--- config.mk ---
export PLATFORM = sky130hd
export DESIGN_NAME = bcd_seq_adder
export DESIGN_NICKNAME = d
export VERILOG_FILES = /design/src/rtl/bcd_seq_adder_pkg.sv /design/src/rtl/bcd_seq_adder_digit_slice.sv /design/src/rtl/bcd_seq_adder.sv
export SDC_FILE = /design/constraint.sdc
export NUM_CORES = 1
export LEC_CHECK = 0
export ABC_AREA = 0
export ABC_CLOCK_PERIOD_IN_PS = 5050
export CAP_MARGIN = 30
export CORE_ASPECT_RATIO = 1.1
export CORE_MARGIN = 2
export CORE_UTILIZATION = 55
export CTS_CLUSTER_SIZE = 30
export DETAILED_ROUTE_END_ITERATION = 10
export GPL_TIMING_DRIVEN = 0
export PLACE_DENSITY = 0.89
export SLEW_MARGIN = 30
export SYNTH_ARGS = -nofsm -noshare
export SYNTH_HDL_FRONTEND = slang
export SYNTH_SLANG_ARGS = --single-unit
--- constraint.sdc ---
create_clock -name CLK -period 5.05 [get_ports CLK]
set_clock_uncertainty 0.15 [all_clocks]
set_input_delay 1.01 -clock CLK [delete_from_list [all_inputs] [get_ports CLK]]
set_output_delay 1.01 -clock CLK [all_outputs]
set_load 0.05 [all_outputs]
--- src/rtl/bcd_seq_adder_pkg.sv ---
// -----------------------------------------------------------------------------
// bcd_seq_adder_pkg
// Shared definitions for the sequential multi-digit BCD adder:
//   - state_t   : sequencer states (IDLE, RUN, FIN)
//   - BCD_MAX   : largest legal BCD digit value
//   - BCD_RADIX : decimal radix used for the carry correction
// -----------------------------------------------------------------------------
package bcd_seq_adder_pkg;

  typedef enum logic [1:0] {
    S_IDLE = 2'd0,
    S_RUN  = 2'd1,
    S_FIN  = 2'd2
  } state_t;

  localparam int BCD_MAX   = 9;
  localparam int BCD_RADIX = 10;

endpackage

--- src/rtl/bcd_seq_adder_digit_slice.sv ---
// -----------------------------------------------------------------------------
// bcd_digit_slice
// Combinational single-digit decimal adder.
// Ports:
//   a[3:0], b[3:0] : BCD digits (assumed legal, 0..9)
//   cin            : decimal carry in
//   d[3:0]         : BCD sum digit
//   cout           : decimal carry out
// -----------------------------------------------------------------------------
module bcd_digit_slice
  import bcd_seq_adder_pkg::*;
(
  input  logic [3:0] a,
  input  logic [3:0] b,
  input  logic       cin,
  output logic [3:0] d,
  output logic       cout
);

  // Five bits are enough for the worst case 9 + 9 + 1 = 19.
  logic [4:0] w_sum;
  logic [4:0] w_adj;

  assign w_sum = {1'b0, a} + {1'b0, b} + {4'b0000, cin};
  assign w_adj = w_sum - 5'(BCD_RADIX);

  always_comb begin
    d    = w_sum[3:0];
    cout = 1'b0;
    if (w_sum > 5'(BCD_MAX)) begin
      d    = w_adj[3:0];
      cout = 1'b1;
    end
  end

endmodule

--- src/rtl/bcd_seq_adder.sv ---
// -----------------------------------------------------------------------------
// bcd_seq_adder
// Adds two NDIG-digit packed BCD operands one digit per clock, LSD first,
// using a single shared bcd_digit_slice.
// Ports:
//   CLK          : clock, rising edge
//   nRST         : asynchronous active-low reset
//   START        : request, sampled only in IDLE
//   A, B         : packed BCD operands, digit 0 at [3:0]
//   BUSY         : high while digits are being processed (RUN)
//   DONE         : one-cycle pulse, RESULT/COUT/ERR valid
//   RESULT       : packed BCD sum mod 10^NDIG (held until next success)
//   COUT         : decimal carry out of the top digit
//   ERR          : last accepted request had a nibble > 9
//   o_dbg_state  : current sequencer state, for observation
// Handshake: START is a level sampled on a rising edge only while IDLE; any
// START seen in RUN or FIN is dropped (no queueing). DONE is asserted for the
// single FIN cycle that follows every accepted request, good or bad.
// -----------------------------------------------------------------------------
module bcd_seq_adder
  import bcd_seq_adder_pkg::*;
#(
  parameter int NDIG = 4
) (
  input  logic              CLK,
  input  logic              nRST,
  input  logic              START,
  input  logic [4*NDIG-1:0] A,
  input  logic [4*NDIG-1:0] B,
  output logic              BUSY,
  output logic              DONE,
  output logic [4*NDIG-1:0] RESULT,
  output logic              COUT,
  output logic              ERR,
  output state_t            o_dbg_state
);

  localparam int W  = 4 * NDIG;
  localparam int IW = (NDIG > 1) ? $clog2(NDIG) : 1;

  state_t          r_state;
  state_t          w_next;
  logic [W-1:0]    r_a;
  logic [W-1:0]    r_b;
  logic [W-1:0]    r_acc;
  logic [IW-1:0]   r_idx;
  logic            r_carry;
  logic [W-1:0]    r_result;
  logic            r_cout;
  logic            r_err;

  logic            w_bad;
  logic            w_last;
  logic [3:0]      w_d;
  logic            w_c;
  logic [W+3:0]    w_acc_wide;
  logic [W-1:0]    w_acc_next;

  // Operand legality: any nibble above 9 in either operand.
  always_comb begin
    w_bad = 1'b0;
    for (int i = 0; i < NDIG; i++) begin
      if ((A[4*i +: 4] > 4'(BCD_MAX)) || (B[4*i +: 4] > 4'(BCD_MAX)))
        w_bad = 1'b1;
    end
  end

  bcd_digit_slice u_slice (
    .a    (r_a[3:0]),
    .b    (r_b[3:0]),
    .cin  (r_carry),
    .d    (w_d),
    .cout (w_c)
  );

  // New digit enters at the MSD end; after NDIG shifts digit 0 sits at [3:0].
  // The wide concatenation keeps this legal for NDIG = 1.
  assign w_acc_wide = {w_d, r_acc};
  assign w_acc_next = w_acc_wide[W+3:4];
  assign w_last     = (r_idx == IW'(NDIG - 1));

  always_comb begin
    w_next = r_state;
    case (r_state)
      S_IDLE:  if (START) w_next = w_bad ? S_FIN : S_RUN;
      S_RUN:   if (w_last) w_next = S_FIN;
      S_FIN:   w_next = S_IDLE;
      default: w_next = S_IDLE;
    endcase
  end

  always_ff @(posedge CLK or negedge nRST) begin
    if (!nRST) r_state <= S_IDLE;
    else       r_state <= w_next;
  end

  always_ff @(posedge CLK or negedge nRST) begin
    if (!nRST) begin
      r_a      <= '0;
      r_b      <= '0;
      r_acc    <= '0;
      r_idx    <= '0;
      r_carry  <= 1'b0;
      r_result <= '0;
      r_cout   <= 1'b0;
      r_err    <= 1'b0;
    end else begin
      case (r_state)
        S_IDLE: begin
          if (START) begin
            r_a     <= A;
            r_b     <= B;
            r_acc   <= '0;
            r_idx   <= '0;
            r_carry <= 1'b0;
            r_err   <= w_bad;
          end
        end
        S_RUN: begin
          r_a     <= r_a >> 4;
          r_b     <= r_b >> 4;
          r_acc   <= w_acc_next;
          r_carry <= w_c;
          r_idx   <= r_idx + IW'(1);
          if (w_last) begin
            r_result <= w_acc_next;
            r_cout   <= w_c;
          end
        end
        default: ;
      endcase
    end
  end

  assign BUSY        = (r_state == S_RUN);
  assign DONE        = (r_state == S_FIN);
  assign RESULT      = r_result;
  assign COUT        = r_cout;
  assign ERR         = r_err;
  assign o_dbg_state = r_state;

endmodule
==> impl_metrics.env <==
export IMPL_viasPerCell=5.72
export IMPL_place_congestion=0.861
export IMPL_cts_resized=0
export IMPL_die_y_um=81.0
export IMPL_cts_hold_buffers=0
export IMPL_start_util_pct=56.0
export IMPL_synth_edf_count=0
export IMPL_netSwitchingPower_uw=492
export IMPL_grt_pass1_vias=2397
export IMPL_wl_per_cell_um=16.3
export IMPL_slowest_stage="clkdlybuf4s50_1"
export IMPL_slew_headroom_pct=57.7
export IMPL_setup_ws_ns=1.50
export IMPL_syn_inst=283
export IMPL_drt_first_pass_iters=4
export IMPL_drive_above_1_share_pct=10.1
export IMPL_cp_data_required_time_ns=3.89
export IMPL_portBuffers=56
export IMPL_synthFlopType="dfrtp_1"
export IMPL_holdWs_ns=0.339
export IMPL_wirelength_um=7010
export IMPL_worst_path_max_fanout=10
export IMPL_fin_nets=393
export IMPL_cts_setup_buffers=0
export IMPL_crit_type="flop to primary output"
export IMPL_worst_pin_slew_ns=0.632
export IMPL_drv_slew=0
export IMPL_internal_power_uw=1060
export IMPL_grt_pass1_wl_um=11300
export IMPL_ys_warn_count=0
export IMPL_sw_frac_of_total_pct=31.6
export IMPL_grt_max_degree=51
export IMPL_core_area_sq_um=5290
export IMPL_fin_crit_sh_pct=70.2
export IMPL_clockPowerShare_pct=32.2
export IMPL_fin_setup_tns_ns=0
export IMPL_die_w_um=74.0
export IMPL_n_antenna_cell=0
export IMPL_clockBufferDepth=2
export IMPL_max_freq_ghz=0.282
export IMPL_synth_area_sq_um=2960
export IMPL_hp_class="flop to flop"
export IMPL_cp_num_buf_inv=3
export IMPL_finalSetupViolCount=0
export IMPL_hold_violations=0
export IMPL_p_leak_uw=0.00178
export IMPL_seqPwrFrac_pct=42.0
export IMPL_synth_fp_nets=325
export IMPL_p_per_area_nw_per_um2=402
export IMPL_cts_sinks=67
export IMPL_row_count=28
export IMPL_clk_latency_ns=0.35
export IMPL_ys_ff_latch=67
export IMPL_dp_slack_ns=1.90
export IMPL_cp_cell_sequence="nand2b_1, inv_1, clkbuf_1, clkdlybuf4s50_1"
export IMPL_post_layout_nonfiller_instances=431
export IMPL_vias=2465
export IMPL_die_area_sq_um=5990
export IMPL_antenna_found_initial=0
export IMPL_synth_cell_type_count=34
export IMPL_area_growth_pct=30.6
export IMPL_fin_crit_ns=3.55
export IMPL_cts_tree="built"
export IMPL_grt_total_usage_pct=25.6
export IMPL_dp_hpwl_um=5000
export IMPL_cp_slowest_stage_delay_ns=0.89
export IMPL_cts_root_buffer="clkbuf_8"
export IMPL_drc=0
export IMPL_crit_family="buffers and inverters"
export IMPL_power_frac_comb_pct=25.8
export IMPL_ant_nets=0
export IMPL_ys_seq_area_share_pct=56.6
export IMPL_io_pin_count=57
export IMPL_async_flop_share_pct=100
export IMPL_clkSlewWorstSetupHoldPaths_ns=0.07
export IMPL_status="finished, final reports clean"
export IMPL_drv_cap=0
export IMPL_post_route_util_pct=73.1
export IMPL_overflow=0
export IMPL_synth_area_per_cell_sq_um=10.5
export IMPL_dp_cells=415
export IMPL_cp_end_kind="primary output"
export IMPL_rsz0062_at_grt="false"
export IMPL_numCtsBuffers=9
export IMPL_htree_levels=3
export IMPL_cp_arrival_ns=2.39
export IMPL_drtIter0Drc=198
export IMPL_critPathLaunchType="flop"
export IMPL_vdd_ir_drop_max_uv=327
==> worst register-to-register path, stage by stage (launching register included) <==
cell and delay [ns]:
dfrtp_1 0.41, fa_1 0.48, fa_1 0.42, xnor2_1 0.39, ha_1 0.26, nand2b_1 0.13
a41oi_4 0.34, nor3_1 0.09, a221o_1 0.27
==> layout make-up <==
class / instances / area [sq um]
sequential: 67 / 1680
fill: 373 / 1420
multi-input combinational: 196 / 1210
timing repair buffer: 57 / 586
clock buffer: 10 / 138
tap: 75 / 93.8
clock inverter: 6 / 88.8
buffer: 17 / 65.1
inverter: 3 / 11.3
==> power groups by stage <==
| stage | sequential (uW) | combinational, uW | clock, uW |
|---|---|---|---|
| final | 654 | 401 | 501 |
| after global placement | 657 | 374 | 0 |
| after global routing | 659 | 434 | 522 |
| after floorplan | 685 | 230 | 0 |
| after detailed placement | 660 | 392 | 0 |
| after CTS | 651 | 401 | 502 |
==> cells in the mapped netlist (2+ instances only) <==
master    instances  area, sq um
nor2b_1           3         18.8
clkbuf_1         15         56.3
a31oi_1          24          150
ha_1              5         62.6
fa_1              2         40.0
nand2b_1          3         18.8
nand2_1          57          214
o21ai_0          15         75.1
nor3_1            2         10.0
xnor2_1           2         17.5
dfrtp_1          67         1680
o21ai_1           3         15.0
and2_1            2         12.5
nand3_1           2         10.0
mux2_2           12          135
nor2_1           30          113
inv_1             3         11.3
a22o_1           17          149
a21oi_1           2         10.0
a21o_1            3         22.5
==> metrics by stage <==
stage | power (uW) | cell area (sq um)
global placement | 1030 | 3620
finish | 1560 | 3870
floorplan | 915 | 2960
detailed placement | 1050 | 3640
global route | 1620 | 3870
CTS | 1550 | 3870
==> state kept, by name, summed over array words and instances (netlist names) <==
signal / flops
o_dbg_state: 2
r_b: 16
COUT: 1
r_carry: 1
ERR: 1
r_idx: 2
RESULT: 16
r_a: 16
r_acc: 12
==> metal layers <==
layer	track usage, %	share of wire (%)
met1	32.3	40
met2	42.8	52
met3	3.72	5.2
met4	13.1	3.0
met5	0	0
==> kinds of logic after synthesis <==
logic type / synth area share, %
AND/OR/NAND/NOR: 15.0
AO/OA/AOI/OAI: 16.9
flip-flops: 56.6
buffers and inverters: 2.58
multiplexers: 4.94
adder cells (fa/ha/maj): 3.46
XOR/XNOR: 0.592
==> cells in the final DEF, fill, tap and decap left out, types with 5 or more instances in the layout <==
cell	n
dfrtp_1	67
nand2_1	57
clkdlybuf4s50_1	55
nor2_1	30
a31oi_1	24
a22o_1	17
clkbuf_1	15
o21ai_0	15
mux2_2	12
clkbuf_8	10
ha_1	5
==> path summary, 6_finish.rpt <==
kind | startpoint | end | slack (ns) | depth (start not counted)
setup / recovery | o_dbg_state[1] | BUSY | 1.50 | 4
hold / removal | RESULT[13] | RESULT[13] | 0.34 | 2
setup reg to reg | r_a[0] | RESULT[14] | 1.99 | 8
hold reg to reg | RESULT[13] | RESULT[13] | 0.34 | 2
max in group asynchronous | nRST | r_idx[0] | 3.88 | 2
min in group asynchronous | nRST | r_acc[9] | 0.37 | 1
(Power assumes the default switching activity.)
